**src/rtl/bp_trace_unit.sv**
```systemverilog
// rtl/bp_trace_unit.sv - statement trace recorder with breakpoint table and halt control
// Events are recorded and breakpoint-matched only while running; a hit stalls until resume.
module bp_trace_unit #(
  parameter int ID_WIDTH = 32,
  parameter int DEPTH    = 8,
  parameter int NUM_BP   = 4,
  localparam int SW = (NUM_BP > 1) ? $clog2(NUM_BP) : 1,
  localparam int PW = $clog2(DEPTH)
) (
  input  logic                clk,
  input  logic                rst,
  input  logic                trace_valid,
  input  logic [ID_WIDTH-1:0] trace_id,
  input  logic                bp_wr,
  input  logic [SW-1:0]       bp_idx,
  input  logic [ID_WIDTH-1:0] bp_id,
  input  logic                bp_en,
  input  logic                resume,
  output logic                halt,
  output logic [SW-1:0]       hit_slot,
  output logic [ID_WIDTH-1:0] hit_id,
  output logic                rd_valid,
  output logic [ID_WIDTH-1:0] rd_id,
  input  logic                rd_ready,
  output logic [PW:0]         count,
  output logic                overflow,
  input  logic                clr_overflow
);

  localparam logic [0:0] RUN    = 1'b0;
  localparam logic [0:0] HALTED = 1'b1;

  logic [0:0]          state_q, state_d;
  logic [ID_WIDTH-1:0] bp_id_q [NUM_BP];
  logic [NUM_BP-1:0]   bp_en_q;
  logic [ID_WIDTH-1:0] mem_q [DEPTH];
  logic [PW-1:0]       wr_ptr_q, wr_ptr_d, rd_ptr_q, rd_ptr_d;
  logic [PW:0]         count_q, count_d;
  logic                rd_valid_q, rd_valid_d;
  logic [ID_WIDTH-1:0] rd_id_q, rd_id_d;
  logic                overflow_q, overflow_d;
  logic [SW-1:0]       hit_slot_q, hit_slot_d;
  logic [ID_WIDTH-1:0] hit_id_q, hit_id_d;

  logic          accept, match, pop, push, full, drop;
  logic [SW-1:0] match_slot;

  // Scan downward so the lowest matching slot is the one that sticks.
  always_comb begin
    match      = 1'b0;
    match_slot = '0;
    for (int i = NUM_BP - 1; i >= 0; i--) begin
      if (bp_en_q[i] && (bp_id_q[i] == trace_id)) begin
        match      = 1'b1;
        match_slot = SW'(i);
      end
    end
  end

  assign accept = trace_valid && (state_q == RUN);
  assign pop    = rd_valid_q && rd_ready;
  assign full   = (count_q == (PW + 1)'(DEPTH));
  assign push   = accept && (!full || pop);
  assign drop   = accept && full && !pop;

  always_comb begin
    rd_ptr_d = pop  ? rd_ptr_q + 1'b1 : rd_ptr_q;
    wr_ptr_d = push ? wr_ptr_q + 1'b1 : wr_ptr_q;
    case ({push, pop})
      2'b10:   count_d = count_q + 1'b1;
      2'b01:   count_d = count_q - 1'b1;
      default: count_d = count_q;
    endcase
    rd_valid_d = (count_d != '0);
    // The head slot may be the one being written this cycle; memory has not caught up yet.
    rd_id_d = rd_id_q;
    if (rd_valid_d) begin
      if (push && (rd_ptr_d == wr_ptr_q)) rd_id_d = trace_id;
      else                                rd_id_d = mem_q[rd_ptr_d];
    end
    overflow_d = drop ? 1'b1 : (clr_overflow ? 1'b0 : overflow_q);
  end

  always_comb begin
    state_d    = state_q;
    hit_slot_d = hit_slot_q;
    hit_id_d   = hit_id_q;
    case (state_q)
      RUN: begin
        if (accept && match) begin
          state_d    = HALTED;
          hit_slot_d = match_slot;
          hit_id_d   = trace_id;
        end
      end
      HALTED: begin
        if (resume) state_d = RUN;
      end
      default: state_d = RUN;
    endcase
  end

  always_ff @(posedge clk) begin
    if (push) mem_q[wr_ptr_q] <= trace_id;
  end

  always_ff @(posedge clk) begin
    if (rst) begin
      state_q    <= RUN;
      bp_en_q    <= '0;
      for (int i = 0; i < NUM_BP; i++) bp_id_q[i] <= '0;
      wr_ptr_q   <= '0;
      rd_ptr_q   <= '0;
      count_q    <= '0;
      rd_valid_q <= 1'b0;
      rd_id_q    <= '0;
      overflow_q <= 1'b0;
      hit_slot_q <= '0;
      hit_id_q   <= '0;
    end else begin
      state_q    <= state_d;
      wr_ptr_q   <= wr_ptr_d;
      rd_ptr_q   <= rd_ptr_d;
      count_q    <= count_d;
      rd_valid_q <= rd_valid_d;
      rd_id_q    <= rd_id_d;
      overflow_q <= overflow_d;
      hit_slot_q <= hit_slot_d;
      hit_id_q   <= hit_id_d;
      if (bp_wr && (int'(bp_idx) < NUM_BP)) begin
        bp_id_q[bp_idx] <= bp_id;
        bp_en_q[bp_idx] <= bp_en;
      end
    end
  end

  assign halt     = (state_q == HALTED);
  assign hit_slot = hit_slot_q;
  assign hit_id   = hit_id_q;
  assign rd_valid = rd_valid_q;
  assign rd_id    = rd_id_q;
  assign count    = count_q;
  assign overflow = overflow_q;

endmodule

```
**config.mk**
```make
export PLATFORM = sky130hd
export DESIGN_NAME = bp_trace_unit
export DESIGN_NICKNAME = d
export VERILOG_FILES = /design/src/rtl/bp_trace_unit.sv
export SDC_FILE = /design/constraint.sdc
export NUM_CORES = 1
export LEC_CHECK = 0
export CORE_MARGIN = 2
export CORE_UTILIZATION = 38
export DETAILED_ROUTE_END_ITERATION = 10
export PLACE_DENSITY_LB_ADDON = 0.15
export SETUP_SLACK_MARGIN = 0.2
export SLEW_MARGIN = 5
export SYNTH_ARGS = -nofsm -noshare
export SYNTH_HDL_FRONTEND = slang
export SYNTH_SLANG_ARGS = --single-unit
```
**constraint.sdc**
```tcl
create_clock -name clk -period 5.9 [get_ports clk]
set_clock_uncertainty 0.1 [all_clocks]
set_input_delay 1.77 -clock clk [delete_from_list [all_inputs] [get_ports clk]]
set_output_delay 1.77 -clock clk [all_outputs]
set_load 0.05 [all_outputs]
```
==> impl_metrics.toml, run 1 <==
[cts]
cts-root-buf = "clkbuf_16"
clk-insertion-delay-late_ns = 0.60
cts_resized = 0
clockBufferDepth = 3
clk_pin_slew_ns = 0.06
cts_setup_buffers = 0
htreeDepth = 2
cts.sinks = 467
hold_buffers = 0
cts_tree = "done"
cts_made_buffers = 50

[pwr]
power.ir.vdd_worst_uv = 200.8
p_per_area_mw_per_mm2 = 366.4
p_leak_uw = 0.008214

[sta]
finalHoldViolations = 0
slew_viol_final = 0
timing.slew.headroom = 0.3763
min_period_ns = 4.712
finalCritPeriodShare = 0.7986
setup_viol = 0
worst_slew_pin_slew_ns = 0.9355
finalWorstSetupSlack_ns = 1.189
rsz0062_at_grt = "no"
max_freq_ghz = 0.2122
hold_slack_ns = 0.3569
tns_ns = 0

[worst_setup_path]
cp_max_fo = 31
crit_path_start_kind = "input pin"
cp-end-kind = "flop"
r2r_slack_ns = 2.49
crit_arrival_ns = 5.10
cpPeakStageDelay_ns = 0.49
cp_slowest_cell = "clkdlybuf4s50_1"
critPathKind = "input pin to flop"
crit_chain = "clkdlybuf4s50_1 > nand2_1 > nor2_1 > ha_1 > a21o_1 > a21oi_1 > mux2i_1 > a211oi_4 > or2_2 > buf_4 > o41ai_1"
cp.required_ns = 6.28

[logic_synthesis]
synth_seq_area_share = 0.6611
yosysUniqueCellTypes = 50
netlist_instances = 1381
syn_area_per_cell_um2 = 14.45
synth_edf_count = 384
yosys_warnings = 0
synth_nets = 1460
synth-async-reset-ratio = 0
synth_seq_cells = 467
postSynth.topFlopCell = "edfxtp_1"
syn_area_mm2 = 0.01995

[grt]
gr-usage-all-layers = 0.2192
grt_pass1_wl_mm = 85.03
grt_pass1_vias = 12110
grt_max_degree = 66
antenna_found_initial = 3
grt_overflow = 0

[route]
via_per_inst = 5.403
drtPass1Iterations = 5
vias = 12170
drt_iter0_markers = 1040
wl_mm = 59.37
ant_nets = 0
routedWlPerCell_um = 26.35
route.detailed.drc = 0

[die]
ios = 147
dieArea_mm2 = 0.05436
start_util = 0.3866
rows = 83
dieHeight_um = 233.2
core_mm2 = 0.05161
die_w_um = 233.2

[placed_design]
portBuffers = 146
pre_cts_ws_ns = 0.5666
placed_cell_area_mm2 = 0.02221
place_inst = 2159
place_congestion = 0.8679
hpwl_mm = 38.60

[final_layout]
final_cells = 2253
area_growth_pct = 20.02
antenna_cells = 0
layout_common_cells = "edfxtp_1 (384), nor2_1 (158), clkdlybuf4s50_1 (145), xor2_1 (118), nand2_1 (115)"
layout_commonest_cell = "edfxtp_1"
nNetsFinal = 1610
fin_area_mm2 = 0.02395
drive_gt1_frac = 0.1456

[hold_path]
hold_path.class = "flop to flop"

[run_status]
status = "finished, final reports clean"

[flow_run]
maxCapViolations = 0
power by group:
| part | internal, µW | switching, µW |
|---|---|---|
| logic | 558 | 995 |
| clock network | 1990 | 1320 |
| registers | 3780 | 130 |
| total | 6330 | 2450 |
flip-flops by register name, indices dropped and copies added, names as in the netlist:
register,cells
bp_id_q,128
mem_q,256
rd_ptr_q,3
count,4
hit_id,32
bp_en_q,4
overflow,1
halt,1
rd_id,32
wr_ptr_q,3
rd_valid,1
hit_slot,2
path summary, 6_finish.rpt:
| check | cells after the start | end | from |
|---|---|---|---|
| worst max register to register | 10 | rd_id[30] | rd_valid |
| worst max-delay path | 11 | rd_id[30] | rd_ready |
| worst min register to register | 2 | hit_id[27] | hit_id[27] |
| worst min-delay path | 2 | hit_id[27] | hit_id[27] |
stage by stage:
step	total power, µW	utilization
6_report	8775	0.4640
5_1_grt	9053	0.4640
4_1_cts	8846	0.4639
3_5_place_dp	5548	0.4303
3_3_place_gp	5536	0.4303
2_1_floorplan	4941	-
synth_stat cells, types with 4 or more instances:
library cell  count  area, µm²
dfxtp_1          83       1662
buf_1             8      30.03
ha_1              4      50.05
o211ai_1         32      240.2
xor2_1          119       1042
nor3_1            9      45.04
xnor2_1          18      157.7
mux2i_1          38      380.4
nor4_1           39      244.0
buf_4             4      30.03
nor2_1          159      596.8
a21oi_1           8      40.04
nand4_1          12      75.07
o41ai_1          32      280.3
nand3_1           8      40.04
buf_2            18      90.09
buf_6            19      214.0
nor2b_1          36      225.2
inv_1            40      150.1
clkbuf_1         46      172.7
nand2_1         115      431.7
edfxtp_1        384      11530
mux4_2           64       1441
nor4_2            4      50.05
clkbuf_8          6      82.58
a211oi_1         34      255.2
kinds of logic after synthesis:
logic type,Yosys count,synth area share
AOI/OAI and AO/OA,117,0.04646
xor gates and xnor gates,137,0.06013
adders and majority gates,5,0.003512
buffers and inverters,147,0.04233
DFF,467,0.6611
muxes,102,0.09130
and+or+nand+nor,406,0.09512
worst max-delay path, delay by kind of cell:
family                   cells  cell delay, ns
multiplexers                 1            0.33
buffers and inverters        2            0.78
AND/OR/NAND/NOR              3            0.91
AO/OA/AOI/OAI                4            0.97
adder cells (fa/ha/maj)      1            0.31
metal layers:
layer	vias up	track usage	wire length, µm
met3	93	0.03235	3553
met1	6209	0.3083	25980
met4	4	0.07842	1857
met2	452	0.3463	27950
met5	-	0	31
li1	5415	-	-
final cells by class:
type,count,area [µm²]
Multi-Input combinational cell,767,6070
Tap cell,680,850.8
Clock inverter,23,314.1
Inverter,40,151.4
Clock buffer,71,1421
Timing Repair Buffer,205,1949
Sequential cell,467,13190
Fill cell,4582,27660
(Power assumes the default switching activity.)
==> run 2: changes to the inputs <==
Clock period 5.9 ns to 4.4 ns, I/O delays scaled along.
==> impl_metrics.toml, run 2 (same netlist as run 1, synthesis figures left out) <==
[run_status]
status = "finished, final reports clean"

[grt]
grt_max_degree = 56
grt_pass1_wl_mm = 85.55
gr-usage-all-layers = 0.2205
grt_pass1_vias = 12390
grt_overflow = 0
antenna_found_initial = 3

[worst_setup_path]
r2r_slack_ns = 1.44
cp-end-kind = "flop"
crit_chain = "clkdlybuf4s50_1 > buf_4 > xor2_1 > nor4_1 > nand4_1 > buf_4 > or4_1 > a41oi_4 > buf_4 > mux2i_1"
cpPeakStageDelay_ns = 0.60
cp_max_fo = 8
r2r_cells = 8
cp.required_ns = 4.80
crit_arrival_ns = 4.20
r2r-start = "bp_id_q[3][12]"
worstReg2RegEnd = "hit_id[14]"
cp_slowest_cell = "or4_1"
cpMostUsedCell = "buf_4"
crit_path_start_kind = "input pin"
critPathKind = "input pin to flop"

[pwr]
comb_power_share = 0.185
switching_share = 0.2754
totalPowerFinal_uw = 11930
p_per_area_mw_per_mm2 = 483.7
power.share.clock = 0.375
p_sw_uw = 3285
p_seq_frac = 0.440
p_int_uw = 8641
power.ir.vdd_worst_uv = 262.4
p_leak_uw = 0.008554

[route]
ant_nets = 0
drt_iter0_markers = 1092
route.met3.wl_mm = 3.347
routed.top_layer = "met5"
via_per_inst = 5.285
routedWlPerCell_um = 25.72
drtPass1Iterations = 5
wl_met2_mm = 28.50
drt-met1-wl_mm = 26.36
route.detailed.drc = 0
vias = 12210
wl_mm = 59.41

[die]
start_util = 0.3866
core_mm2 = 0.05161
dieHeight_um = 233.2
die_w_um = 233.2
dieArea_mm2 = 0.05436
ios = 147
rows = 83

[hold_path]
hold_path.class = "flop to flop"
min_from = "hit_id[23]"
hold-path-endpoint = "hit_id[23]"
hold_path_depth = 2

[sta]
min_period_ns = 3.800
finalHoldViolations = 0
worst_slew_pin_slew_ns = 0.8784
max_freq_ghz = 0.2631
tns_ns = 0
rsz0062_at_grt = "no"
setup_viol = 0
slew_viol_final = 0
finalCritPeriodShare = 0.8637
timing.slew.headroom = 0.4144

[final_layout]
layout_common_cells = "edfxtp_1 (384), nor2_1 (158), clkdlybuf4s50_1 (145), xor2_1 (118), nand2_1 (115)"
nNetsFinal = 1665
layout_commonest_cell = "edfxtp_1"
max_flop_register = "mem_q"
reg.largest.list = "mem_q x256, bp_id_q x128"
area_growth_pct = 23.55
largest_reg_flops = 256
fillers = 4532
drive_gt1_frac = 0.1720

[cts]
cts_setup_buffers = 0
clk-insertion-delay-late_ns = 0.59
clockBufferDepth = 3
cts.sinks = 467
cts_tree = "done"
hold_buffers = 0
cts_resized = 0
htreeDepth = 2
clk_pin_slew_ns = 0.06
cts_made_buffers = 50
cts-root-buf = "clkbuf_16"

[placed_design]
portBuffers = 146
place_congestion = 0.9261
hpwl_mm = 39.62

[flow_run]
maxCapViolations = 0
-- run 2: area by class of cell --
| class | count | area (µm²) | share of cell area |
|---|---|---|---|
| antenna | 2 | 5.005 | 0.0002030 |
| multi-input combinational | 767 | 6083 | 0.2468 |
| tap | 680 | 850.8 | 0.03451 |
| timing repair buffer | 260 | 2613 | 0.1060 |
| clock buffer | 77 | 1474 | 0.05978 |
| clock inverter | 17 | 284.0 | 0.01152 |
| sequential | 467 | 13190 | 0.5351 |
| inverter | 40 | 151.4 | 0.006141 |
-- run 2: worst max-delay path by stage --
stage | to | slack [ns] | startpoint | cells past startpoint
finish | hit_id[14] | 0.60 | trace_id[25] | 10
global route | rd_id[3] | 0.47 | trace_valid | 11
CTS | rd_id[7] | 0.63 | trace_valid | 11
detailed placement | rd_id[4] | 0.03 | trace_valid | 11
global placement | hit_id[22] | 0.03 | trace_id[20] | 8
floorplan | mem_q[2][0] | 0.17 | rd_ready | 4
-- run 2: power groups by stage --
stage	clock [µW]	combinational (µW)	sequential [µW]
2_1_floorplan	0	992	5630
3_3_place_gp	0	2210	5340
3_5_place_dp	0	2220	5350
4_1_cts	4560	2220	5250
5_1_grt	4720	2330	5270
6_report	4480	2200	5250
-- run 2: layer usage --
layer | vias to the layer above | track usage
li1 | 5517 | -
met1 | 6220 | 0.3105
met2 | 395 | 0.3568
met3 | 75 | 0.03052
met4 | 2 | 0.06290
met5 | - | 0
-- run 2: worst max-delay path: cells and delay by family --
kind | cells | cell delay (ns)
simple gates | 3 | 1.17
mux | 1 | 0.22
buf+inv | 4 | 1.05
xor+xnor | 1 | 0.17
compound gates | 1 | 0.25
-- run 2: metrics by stage --
step                hold slack, ns  setup WS [ns]  instances  area [µm²]    util
finish                      0.3622         0.5997       2310       24650  0.4777
global route                0.3782         0.4724       2310       24650  0.4777
CTS                         0.3599         0.6345       2308       24650  0.4776
detailed placement          0.3503        0.03123       2214       22890  0.4435
global placement            0.3451        0.02685       2214       22890  0.4435
floorplan                   0.3633         0.1696       1381       19990       -
==> RTL edit, RTL diff (settings of run 1) <==
The parameter `NUM_BP` goes from 4 to 8.
--- a/src/rtl/bp_trace_unit.sv
+++ b/src/rtl/bp_trace_unit.sv
@@ -4,5 +4,5 @@
   parameter int ID_WIDTH = 32,
   parameter int DEPTH    = 8,
-  parameter int NUM_BP   = 4,
+  parameter int NUM_BP   = 8,
   localparam int SW = (NUM_BP > 1) ? $clog2(NUM_BP) : 1,
   localparam int PW = $clog2(DEPTH)
Interface: changed (resized bp_idx and hit_slot); port bits go from 147 to 149. The function was not compared with the original's and may differ.
==> RTL edit against run 1 <==
Largest cell class unchanged. Combinational power is 42% higher. Wire length increased by 46%. Count of clock-buffer cells in the layout is 19 higher. Synthesized area grew 34%. Sequential cell count is 133 higher. Final area rose by 34%. Fmax fell by 3.9%. First-iteration DRC count rose by 51%. Non-clock buffer count increased by 39. Sequential share of layout area fell by 1.8 points. Setup slack worse by 190 ps. Power rose by 30%. Cell count increased by 37%.
==> RTL edit: results <==
set metrics [dict create \
    worst_path_dominant_cell_family "simple AND/OR/NAND/NOR gates" \
    synth_edf_count 512 \
    dpl.cell_count 2966 \
    postRouteWirelength_um 86600 \
    detail_route.wl_per_cell_um 28.0 \
    pre_cts_slack_ps 391 \
    crit_fanout 26 \
    grt_antenna_before_repair 7 \
    initialDrtViolationCount 1566 \
    synth_commonest_cells "512 x sky130_fd_sc_hd__edfxtp_1, 256 x sky130_fd_sc_hd__and2_1, 213 x sky130_fd_sc_hd__xor2_1, 92 x sky130_fd_sc_hd__nor4_1, 88 x sky130_fd_sc_hd__dfxtp_1" \
    status "finished clean" \
    h-tree-depth 3 \
    total_met3_wirelength_after_detailed_routing_um 5280 \
    nets 2177 \
    postSynthNetCount 1976 \
    dr.max_layer_used "met4" \
    synth-seq-area-share_pct 64.2 \
    gp_routability_congestion 0.833 \
    ys_types 54 \
    first_global_vias 16500 \
    largestRegisters "bp_id_q x256, mem_q x256" \
    wl_met2_um 41400 \
    max_slew.worst_pin.slew_ps 1170 \
    post_synth.cell_area_avg_um2 14.1 \
    power_leakage_nw 11.2 \
    crit_path_top_delay_cell "sky130_fd_sc_hd__nor4_1" \
    numCtsBuffers 68 \
    vdd.ir_drop.worst_v 0.000207 \
    clkLatencyLatePin_ps 620 \
    layout-drive-gt1-share_pct 14.9 \
    cp_slowest_stage_delay_ps 750 \
    grt_pass1_wl_um 122000 \
    cp_data_arrival_time_ps 5280 \
    synth_top_cells_by_area "sky130_fd_sc_hd__edfxtp_1 58%, sky130_fd_sc_hd__xor2_1 7.0%, sky130_fd_sc_hd__dfxtp_1 6.6%, sky130_fd_sc_hd__and2_1 6.0%, sky130_fd_sc_hd__mux4_2 5.4%" \
]
[RTL edit: final timing paths]
kind / startpoint / end / slack [ps]
worst max-delay path: trace_id[10] / hit_id[4] / 1000
worst max register to register: rd_valid / rd_id[15] / 2420
worst min register to register: rd_id[13] / rd_id[13] / 350
worst min-delay path: rd_id[13] / rd_id[13] / 350
[RTL edit: per-stage QoR]
| step | power (mW) | hold WS (ps) |
|---|---|---|
| final | 11.4 | 355 |
| after CTS | 11.5 | 355 |
| after floorplan | 6.50 | 353 |
| after global placement | 7.32 | 350 |
| after detailed placement | 7.34 | 346 |
| after global routing | 11.8 | 368 |
[RTL edit: report_power, final]
part | switching (mW) | leakage (nW) | internal, mW
Clock | 1.78 | 1.07 | 2.41
Sequential | 0.152 | 5.52 | 4.88
Combinational | 1.35 | 4.60 | 0.846
[RTL edit: final cells by class]
type,count,area share (%)
Timing Repair Buffer,244,7.77
Clock buffer,90,5.73
Inverter,18,0.210
Sequential cell,600,53.2
Tap cell,940,3.65
Antenna cell,3,0.0233
Multi-Input combinational cell,1164,28.3
Clock inverter,35,1.09
[RTL edit: logic make-up (layout without fill, tap and decap cells)]
logic type               Yosys count  after routing  synth area share [%]
AO/OA/AOI/OAI                    167            167                  4.32
multiplexers                      98             98                  6.68
XOR/XNOR                         262            262                  8.60
flip-flops                       600            600                  64.2
buffers and inverters            131            387                  2.40
other                              0              3                     0
AND/OR/NAND/NOR                  631            631                  13.5
adder cells (fa/ha/maj)            6              6                 0.309
[RTL edit: layer usage]
metal,track usage [%],up-vias
li1,-,7397
met5,0,-
met4,6.89,0
met1,34.0,8648
met2,39.6,604
met3,3.31,107
